### src/rtl/fp_classify_norm.sv
// Two-stage pipeline that classifies an IEEE-style float word (S1) and
// normalises num results to an explicit-leading-one mantissa (S2).
module fp_classify_norm #(
    parameter int EXP_W  = 5,
    parameter int MANT_W = 10,
    parameter int BIAS   = (1 << (EXP_W - 1)) - 1
) (
    input  logic                       clk,
    input  logic                       rst_n,
    input  logic                       enable,
    input  logic                       in_valid,
    output logic                       in_ready,
    input  logic [EXP_W+MANT_W:0]      in_data,
    output logic                       out_valid,
    input  logic                       out_ready,
    output logic                       is_num,
    output logic                       is_zero,
    output logic                       is_nan,
    output logic                       is_pinf,
    output logic                       is_ninf,
    output logic                       sign_out,
    output logic signed [EXP_W+1:0]    exp_out,
    output logic [MANT_W:0]            mant_out
);

    localparam int EW  = EXP_W + 2;
    localparam int MW  = MANT_W + 1;
    localparam int LZW = $clog2(MW + 1);

    // One-hot class, bit order {num, zero, nan, pinf, ninf}.
    localparam logic [4:0] CLS_NUM  = 5'b10000;
    localparam logic [4:0] CLS_ZERO = 5'b01000;
    localparam logic [4:0] CLS_NAN  = 5'b00100;
    localparam logic [4:0] CLS_PINF = 5'b00010;
    localparam logic [4:0] CLS_NINF = 5'b00001;

    logic                 run_q,      run_d;
    logic                 s1_valid_q, s1_valid_d;
    logic                 s1_sign_q,  s1_sign_d;
    logic [EXP_W-1:0]     s1_exp_q,   s1_exp_d;
    logic [MANT_W-1:0]    s1_mant_q,  s1_mant_d;
    logic                 s1_sub_q,   s1_sub_d;
    logic [4:0]           s1_cls_q,   s1_cls_d;
    logic                 s2_valid_q, s2_valid_d;
    logic                 s2_sign_q,  s2_sign_d;
    logic signed [EW-1:0] s2_exp_q,   s2_exp_d;
    logic [MW-1:0]        s2_mant_q,  s2_mant_d;
    logic [4:0]           s2_cls_q,   s2_cls_d;

    logic                 in_sign;
    logic [EXP_W-1:0]     in_exp;
    logic [MANT_W-1:0]    in_mant;
    logic                 exp_ones;
    logic                 exp_zero;
    logic                 mant_zero;
    logic [4:0]           in_cls;

    logic                 s2_free;
    logic                 s1_adv;
    logic                 in_fire;
    logic                 out_fire;

    logic [MW-1:0]        sub_vec;
    logic [LZW-1:0]       lz;
    logic                 lz_found;
    logic signed [EW-1:0] norm_exp;
    logic [MW-1:0]        norm_mant;

    // Handshake: a word moves across a boundary only in a cycle where
    // enable=1, the producer's valid is high and the consumer's ready is
    // high. Ready never looks at in_valid; a stage accepts when empty or
    // when its current word leaves in the same cycle.
    assign s2_free  = ~s2_valid_q | out_ready;
    assign s1_adv   = enable & s1_valid_q & s2_free;
    assign in_ready = enable & run_q & (~s1_valid_q | s1_adv);
    assign in_fire  = in_valid & in_ready;
    assign out_fire = enable & s2_valid_q & out_ready;

    // Unpack and classify the incoming word.
    assign in_sign   = in_data[EXP_W+MANT_W];
    assign in_exp    = in_data[MANT_W +: EXP_W];
    assign in_mant   = in_data[MANT_W-1:0];
    assign exp_ones  = &in_exp;
    assign exp_zero  = ~|in_exp;
    assign mant_zero = ~|in_mant;

    always_comb begin
        in_cls = CLS_NUM;
        if (exp_ones) begin
            if (!mant_zero) begin
                in_cls = CLS_NAN;
            end else if (in_sign) begin
                in_cls = CLS_NINF;
            end else begin
                in_cls = CLS_PINF;
            end
        end else if (exp_zero && mant_zero) begin
            in_cls = CLS_ZERO;
        end
    end

    // Leading-zero count of {0, mant}; the forced zero MSB guarantees lz >= 1.
    assign sub_vec = {1'b0, s1_mant_q};

    always_comb begin
        lz       = '0;
        lz_found = 1'b0;
        for (int i = MW - 1; i >= 0; i--) begin
            if (!lz_found) begin
                if (sub_vec[i]) begin
                    lz_found = 1'b1;
                end else begin
                    lz = lz + LZW'(1);
                end
            end
        end
    end

    always_comb begin
        norm_exp  = '0;
        norm_mant = '0;
        if (s1_cls_q == CLS_NUM) begin
            if (s1_sub_q) begin
                norm_mant = sub_vec << lz;
                norm_exp  = EW'(1) - EW'(BIAS) - EW'(lz);
            end else begin
                norm_mant = {1'b1, s1_mant_q};
                norm_exp  = EW'(s1_exp_q) - EW'(BIAS);
            end
        end
    end

    always_comb begin
        run_d      = run_q;
        s1_valid_d = s1_valid_q;
        s1_sign_d  = s1_sign_q;
        s1_exp_d   = s1_exp_q;
        s1_mant_d  = s1_mant_q;
        s1_sub_d   = s1_sub_q;
        s1_cls_d   = s1_cls_q;
        s2_valid_d = s2_valid_q;
        s2_sign_d  = s2_sign_q;
        s2_exp_d   = s2_exp_q;
        s2_mant_d  = s2_mant_q;
        s2_cls_d   = s2_cls_q;

        if (enable) begin
            run_d = 1'b1;
        end

        if (in_fire) begin
            s1_valid_d = 1'b1;
            s1_sign_d  = in_sign;
            s1_exp_d   = in_exp;
            s1_mant_d  = in_mant;
            s1_sub_d   = exp_zero;
            s1_cls_d   = in_cls;
        end else if (s1_adv) begin
            s1_valid_d = 1'b0;
        end

        if (s1_adv) begin
            s2_valid_d = 1'b1;
            s2_sign_d  = s1_sign_q;
            s2_exp_d   = norm_exp;
            s2_mant_d  = norm_mant;
            s2_cls_d   = s1_cls_q;
        end else if (out_fire) begin
            s2_valid_d = 1'b0;
        end
    end

    always_ff @(posedge clk or negedge rst_n) begin
        if (!rst_n) begin
            run_q      <= 1'b0;
            s1_valid_q <= 1'b0;
            s1_sign_q  <= 1'b0;
            s1_exp_q   <= '0;
            s1_mant_q  <= '0;
            s1_sub_q   <= 1'b0;
            s1_cls_q   <= '0;
            s2_valid_q <= 1'b0;
            s2_sign_q  <= 1'b0;
            s2_exp_q   <= '0;
            s2_mant_q  <= '0;
            s2_cls_q   <= '0;
        end else begin
            run_q      <= run_d;
            s1_valid_q <= s1_valid_d;
            s1_sign_q  <= s1_sign_d;
            s1_exp_q   <= s1_exp_d;
            s1_mant_q  <= s1_mant_d;
            s1_sub_q   <= s1_sub_d;
            s1_cls_q   <= s1_cls_d;
            s2_valid_q <= s2_valid_d;
            s2_sign_q  <= s2_sign_d;
            s2_exp_q   <= s2_exp_d;
            s2_mant_q  <= s2_mant_d;
            s2_cls_q   <= s2_cls_d;
        end
    end

    assign out_valid = s2_valid_q;
    assign {is_num, is_zero, is_nan, is_pinf, is_ninf} = s2_cls_q;
    assign sign_out  = s2_sign_q;
    assign exp_out   = s2_exp_q;
    assign mant_out  = s2_mant_q;

endmodule

### config.mk
export PLATFORM = sky130hd
export DESIGN_NAME = fp_classify_norm
export DESIGN_NICKNAME = d
export VERILOG_FILES = /design/src/rtl/fp_classify_norm.sv
export SDC_FILE = /design/constraint.sdc
export NUM_CORES = 1
export LEC_CHECK = 0
export ABC_AREA = 1
export CORE_MARGIN = 2
export CORE_UTILIZATION = 54
export DETAILED_ROUTE_END_ITERATION = 7
export GPL_ROUTABILITY_DRIVEN = 0
export MAX_ROUTING_LAYER = met4
export PLACE_DENSITY_LB_ADDON = 0.05
export SYNTH_ARGS = -nofsm -noshare
export SYNTH_HDL_FRONTEND = slang
export SYNTH_SLANG_ARGS = --single-unit
### constraint.sdc
create_clock -name clk -period 4.8 [get_ports clk]
set_input_delay 0.72 -clock clk [delete_from_list [all_inputs] [get_ports clk]]
set_output_delay 0.72 -clock clk [all_outputs]
set_load 0.02 [all_outputs]
==> results.cfg, run 1 <==
[floorplanning]
dieArea_um2 = 6220
die_w_um = 78.9
rows = 27
start_util_pct = 55.3
fp.dieH_um = 78.9
coreArea_um2 = 5470
io_pins = 47

[logic_synthesis]
syn_nets = 438
syn_area_per_cell_um2 = 7.39
synth_cells = 410
postSynth.asyncResetShare_pct = 100
synth-seq-cells = 48
synthesis.area_um2 = 3030
yosys.area_share.adder_pct = 2.89
yosys_most_used_dff = dfrtp_1
synth_xor_area_share_pct = 1.74
synth-edff-count = 0
synth-simple-area-share_pct = 32.9
muxShareOfSynthArea_pct = 0
yosys_warnings = 0
seq_area_frac_synth_pct = 39.7
synthDistinctLibCells = 47
synth_top_family_by_area = simple AND/OR/NAND/NOR gates
synth_compound_area_share_pct = 14.5

[timing]
worstMarginPinSlew_ns = 0.868
finalSetupTns_ns = 0
fmax_mhz = 243
timing.slew.headroom_pct = 42.1
final.period_utilization_pct = 85.6
setup_viol = 0
hold_viol = 0
rsz0062_at_grt = false
timing.final.crit_period_ns = 4.11
layout_setup_ws_ns = 0.692
skew_ns = 0.00624
slew_viol_final = 0
timing.hold.ws_ns = 0.478

[power_and_ir_drop]
p_seq_share_pct = 25.5
p_int_mw = 1.33
power_frac_comb_pct = 65.3
p_sw_share_pct = 51.7
clkPwrFrac_pct = 9.2
power_density_nw_per_um2 = 765
ir_drop_v = 0.000440
p_switching_mw = 1.43
p_leak_nw = 1.73

[global_routing]
grt_usage_pct = 26.0
grt_antenna_before_repair = 0
grt_pass1_wl_um = 12500
grt_max_degree = 49
overflow = 0
grt_pass1_vias = 2569

[critical_path]
timing.rr.start = s1_mant_q[7]$_DFFE_PN0P_
critPathLaunchType = flip-flop
crit_buf_inv = 3
crit_path_end_kind = flip-flop
critPathArrivalTime_ns = 4.31
cp.required_ns = 5.00
rr_worst_depth = 23
timing.critical_path.cells = inv_1, nand2_1, nand2_1, inv_1, ha_1, nand4_1, nand3_1, nand2_1, nand2_1, nand3_1, nand2_1, nand2_1, ha_1, nand2_1, inv_1, a21oi_1, ha_1, nand2_1, nand2_2, ha_1, nor2_1, nand2_1, a32o_1
path_max_fanout = 11
r2r-end = exp_out[2]$_DFFE_PN0P_
cpMostUsedCell = nand2_1
cp_top_family = simple AND/OR/NAND/NOR gates
max_stage_delay_ns = 0.46
reg2reg_slack_ns = 0.69
slowest_stage = dfrtp_1
critPathKind = reg2reg

[cts]
worstSkewPairLatency_ns = 0.31
cts-hold-fix-buffers = 0
clock_path_buffers = 2
ctsResizeCount = 0
cts.sinks = 48
cts_tree = built
clkSlewWorstSetupHoldPaths_ns = 0.09
root_buffer = clkbuf_8
cts_post_setup_buffers_inserted = 0
h-tree-depth = 2
cts_buffers = 5

[final_layout]
drive_above_1_share_pct = 8.22
antenna_cells = 0
fillers = 507
mostFrequentLayoutCell = nand2_1
nNetsFinal = 478
layout.cells.most_common_list = nand2_1 (129), dfrtp_1 (48), clkdlybuf4s50_1 (45), inv_1 (40)
stdcell_area_um2 = 3610
syn2layout_area_growth_pct = 19.1
final_util_pct = 65.9

[place]
hpwl_um = 5340
post-place-ws_ns = 0.813
io_buffers = 46
place_area_um2 = 3520

[status]
status = complete, no violations

[drt]
drtIter0Drc = 371
finalWirelength_um = 7110
vias_per_cell = 5.44
remaining_drc_errors = 0
ant_nets = 0
routedWlPerCell_um = 13.6
dr.pass1.iters = 5
vias = 2840

[job]
cap_violations = 0

[worst_hold_path]
hold_class = in2async
-- stage by stage --
stage / instances / power (mW)
final: 522 / 2.76
after global routing: 522 / 3.02
after CTS: 522 / 2.75
after detailed placement: 515 / 2.48
after global placement: 515 / 2.44
after floorplan: 410 / 2.02
-- power groups by stage --
stage / Combinational, mW / Clock [mW] / Sequential, mW
after floorplan: 1.24 / 0 / 0.782
after global placement: 1.74 / 0 / 0.705
after detailed placement: 1.77 / 0 / 0.711
after CTS: 1.78 / 0.261 / 0.703
after global routing: 2.02 / 0.279 / 0.725
final: 1.80 / 0.255 / 0.704
-- per-layer routing --
layer	global-route usage, %	wire length, um
met2	37.9	3100
met4	6.72	116
met5	-	0
met1	37.7	3390
met3	4.66	497
-- synthesized netlist by cell type (2+ instances only) --
| library cell | count | share of area (%) |
|---|---|---|
| nand2_1 | 129 | 16 |
| nor4_1 | 3 | 0.62 |
| nand2_4 | 2 | 0.74 |
| o22ai_1 | 3 | 0.62 |
| nor2_4 | 3 | 1.1 |
| o21bai_1 | 2 | 0.50 |
| clkbuf_1 | 10 | 1.2 |
| nand4_1 | 6 | 1.2 |
| clkinv_1 | 3 | 0.37 |
| or2_2 | 2 | 0.41 |
| nand2_2 | 6 | 1.2 |
| o21ai_1 | 6 | 0.99 |
| inv_1 | 40 | 5.0 |
| o21ai_2 | 2 | 0.58 |
| dfrtp_1 | 48 | 40 |
| a31oi_1 | 2 | 0.41 |
| ha_1 | 7 | 2.9 |
| buf_4 | 2 | 0.50 |
| nand3_1 | 36 | 6.0 |
| a21oi_1 | 18 | 3.0 |
| a22o_1 | 2 | 0.58 |
| nor3_1 | 2 | 0.33 |
| nor2_1 | 15 | 1.9 |
| a32o_1 | 2 | 0.66 |
| o21ai_0 | 36 | 6.0 |
| nand3_4 | 2 | 1.2 |
-- logic make-up (layout without fill, tap and decap cells) --
family	count (synthesis)	in the layout
AO/OA/AOI/OAI	78	78
XOR/XNOR	3	3
adder cells (fa/ha/maj)	7	7
buffers and inverters	61	101
flip-flops	48	48
AND/OR/NAND/NOR	213	213
-- registers in the layout, summed over array words and instances, names as in the netlist --
signal	count
exp_out	6
s1_mant_q	10
s1_sign_q	1
run_q	1
out_valid	1
s1_exp_q	5
mant_out	11
sign_out	1
s1_valid_q	1
s1_cls_q	5
s1_sub_q	1
s2_cls_q	5
-- how the worst max path moves through the flow --
stage	cells past startpoint	from	slack (ns)	endpoint
after global routing	24	s1_mant_q[7]$_DFFE_PN0P_	0.31	exp_out[4]$_DFFE_PN0P_
after detailed placement	23	s1_mant_q[7]$_DFFE_PN0P_	0.81	exp_out[2]$_DFFE_PN0P_
after floorplan	24	s1_mant_q[8]$_DFFE_PN0P_	1.20	exp_out[2]$_DFFE_PN0P_
final	23	s1_mant_q[7]$_DFFE_PN0P_	0.69	exp_out[2]$_DFFE_PN0P_
after CTS	23	s1_mant_q[7]$_DFFE_PN0P_	0.76	exp_out[2]$_DFFE_PN0P_
after global placement	28	s1_mant_q[8]$_DFFE_PN0P_	0.94	mant_out[9]$_DFFE_PN0P_
-- area by class of cell --
| class | count | area (um2) | share of cell area [%] |
|---|---|---|---|
| inverters | 46 | 176 | 4.89 |
| multi-input cells | 301 | 1580 | 43.7 |
| repair buffers | 48 | 470 | 13.0 |
| flip-flops and latches | 48 | 1200 | 33.3 |
| clock inverters | 1 | 8.76 | 0.243 |
| clock buffers | 6 | 82.6 | 2.29 |
| well taps | 72 | 90.1 | 2.50 |
(Power assumes the default switching activity.)
==> inputs of run 2 (changes only) <==
CTS_CLUSTER_SIZE = 25   (was default)
==> results of run 2 <==
Final layout, timing and power as in run 1 (identical DEF).
==> inputs of run 3 (changes only) <==
CORE_MARGIN = 3   (was 2)
MAX_ROUTING_LAYER = default   (was met4)
==> run 3 against run 2 <==
- sequential share of layout area about the same
- worst setup slack better by 0.037 ns
- register-to-register slack better by 0.04 ns
- sequential power about the same
==> results.cfg, run 3 (same netlist as run 1, synthesis figures left out) <==
[critical_path]
cp.required_ns = 4.99
critPathLaunchType = flip-flop
reg2reg_slack_ns = 0.73
slowest_stage = dfrtp_1
endpoint = exp_out[2]$_DFFE_PN0P_
cp_top_family = simple AND/OR/NAND/NOR gates
rr_worst_depth = 23
timing.critical_path.cells = inv_1, nand2_1, nand2_1, inv_1, ha_1, nand4_1, nand3_1, nand2_1, nand2_1, nand3_1, nand2_1, nand2_1, ha_1, nand2_1, inv_1, a21oi_1, ha_1, nand2_1, nand2_2, ha_1, nor2_1, nand2_1, a32o_1
r2r-end = exp_out[2]$_DFFE_PN0P_
timing.rr.start = s1_mant_q[7]$_DFFE_PN0P_
crit_buf_inv = 3
critPathArrivalTime_ns = 4.26
crit_path_end_kind = flip-flop
max_stage_delay_ns = 0.47
cp.depth = 23
critPathKind = reg2reg
cpMostUsedCell = nand2_1
crit_start = s1_mant_q[7]$_DFFE_PN0P_
path_max_fanout = 11

[floorplanning]
rows = 26
die_w_um = 80.9
io_pins = 47
dieArea_um2 = 6540
start_util_pct = 57.5
coreArea_um2 = 5270
fp.dieH_um = 80.9

[global_routing]
grt_pass1_wl_um = 11500
overflow = 0
grt_pass1_vias = 2527
grt_antenna_before_repair = 0
grt_use_met3_pct = 4.32
gr-usage-met1_pct = 31.8
grt_usage_pct = 22.4
grt_max_degree = 49
busiest_layer = met2
grt.met2_usage_pct = 35.6

[final_layout]
mostFrequentLayoutCell = nand2_1
final_util_pct = 68.5
largest_reg_flops = 11
layout.cells.most_common_list = nand2_1 (129), dfrtp_1 (48), clkdlybuf4s50_1 (45), inv_1 (40)
drive_above_1_share_pct = 8.43
antenna_cells = 0
nNetsFinal = 478
stdcell_area_um2 = 3610
syn2layout_area_growth_pct = 19.3
fillers = 459

[timing]
layout_setup_ws_ns = 0.729
setup_viol = 0
final.period_utilization_pct = 84.8
finalSetupTns_ns = 0
skew_ns = 0.0108
hold_viol = 0
timing.final.crit_period_ns = 4.07
rsz0062_at_grt = false
fmax_mhz = 246
slew_viol_final = 0
worstMarginPinSlew_ns = 1.08
timing.slew.headroom_pct = 28.3

[drt]
remaining_drc_errors = 0
vias = 2867
dr.pass1.iters = 6
finalWirelength_um = 6940
vias_per_cell = 5.50
ant_nets = 0
drtIter0Drc = 328
routedWlPerCell_um = 13.3

[cts]
clock_path_buffers = 2
ctsResizeCount = 0
cts.sinks = 48
cts_buffers = 5
cts_post_setup_buffers_inserted = 0
cts_tree = built
worstSkewPairLatency_ns = 0.30
clkSlewWorstSetupHoldPaths_ns = 0.08
root_buffer = clkbuf_8
cts-hold-fix-buffers = 0
h-tree-depth = 2

[power_and_ir_drop]
power_mw = 2.76
ir_drop_v = 0.000376
power_density_nw_per_um2 = 764
p_leak_nw = 1.73

[place]
hpwl_um = 5270
place_area_um2 = 3510
io_buffers = 46
post-place-ws_ns = 0.803

[status]
status = complete, no violations

[worst_hold_path]
hold_class = reg2reg

[job]
cap_violations = 0
-- run 3: worst reg2reg max path, stage by stage (launching register included) --
cell     delay (ns)
dfrtp_1        0.47
inv_1          0.16
nand2_1        0.12
nand2_1        0.13
inv_1          0.06
ha_1           0.28
nand4_1        0.10
nand3_1        0.23
nand2_1        0.08
nand2_1        0.06
nand3_1        0.06
nand2_1        0.07
nand2_1        0.06
ha_1           0.28
nand2_1        0.15
inv_1          0.08
a21oi_1        0.13
ha_1           0.24
nand2_1        0.28
nand2_2        0.22
ha_1           0.26
nor2_1         0.10
nand2_1        0.09
a32o_1         0.26
-- run 3: cell type report --
class                   count  area (um2)  area share, %
repair buffers             48         470           13.0
inverters                  46         176           4.89
well taps                  70        87.6           2.43
flip-flops and latches     48        1200           33.3
clock inverters             2        15.0          0.416
clock buffers               6        82.6           2.29
multi-input cells         301        1580           43.7
-- run 3: worst min-delay path by stage --
stage,from,to,cells after the start
after detailed placement,run_q$_DFFE_PN0P_,run_q$_DFFE_PN0P_,1
final,s2_cls_q[1]$_DFFE_PN0P_,s2_cls_q[1]$_DFFE_PN0P_,2
after global placement,run_q$_DFFE_PN0P_,run_q$_DFFE_PN0P_,1
after global routing,s2_cls_q[1]$_DFFE_PN0P_,s2_cls_q[1]$_DFFE_PN0P_,2
after floorplan,rst_n,exp_out[0]$_DFFE_PN0P_,0
after CTS,run_q$_DFFE_PN0P_,run_q$_DFFE_PN0P_,1
-- run 3: report_power, final --
group	internal (mW)	leakage [nW]	switching [mW]
clock	0.117	0.0434	0.138
sequential	0.568	0.619	0.135
combinational	0.651	1.07	1.15
total	1.34	1.73	1.42
-- run 3: per-stage QoR --
stage,std cells,hold WS (ns)
CTS,521,0.482
global route,521,0.496
global placement,513,0.452
detailed placement,513,0.455
finish,521,0.479
floorplan,410,0.424
-- run 3: routing by layer --
layer | vias to the layer above | wire length, um
met1 | 1299 | 3280
met4 | 0 | 84
met5 | - | 0
met2 | 132 | 3070
met3 | 14 | 505
li1 | 1422 | -
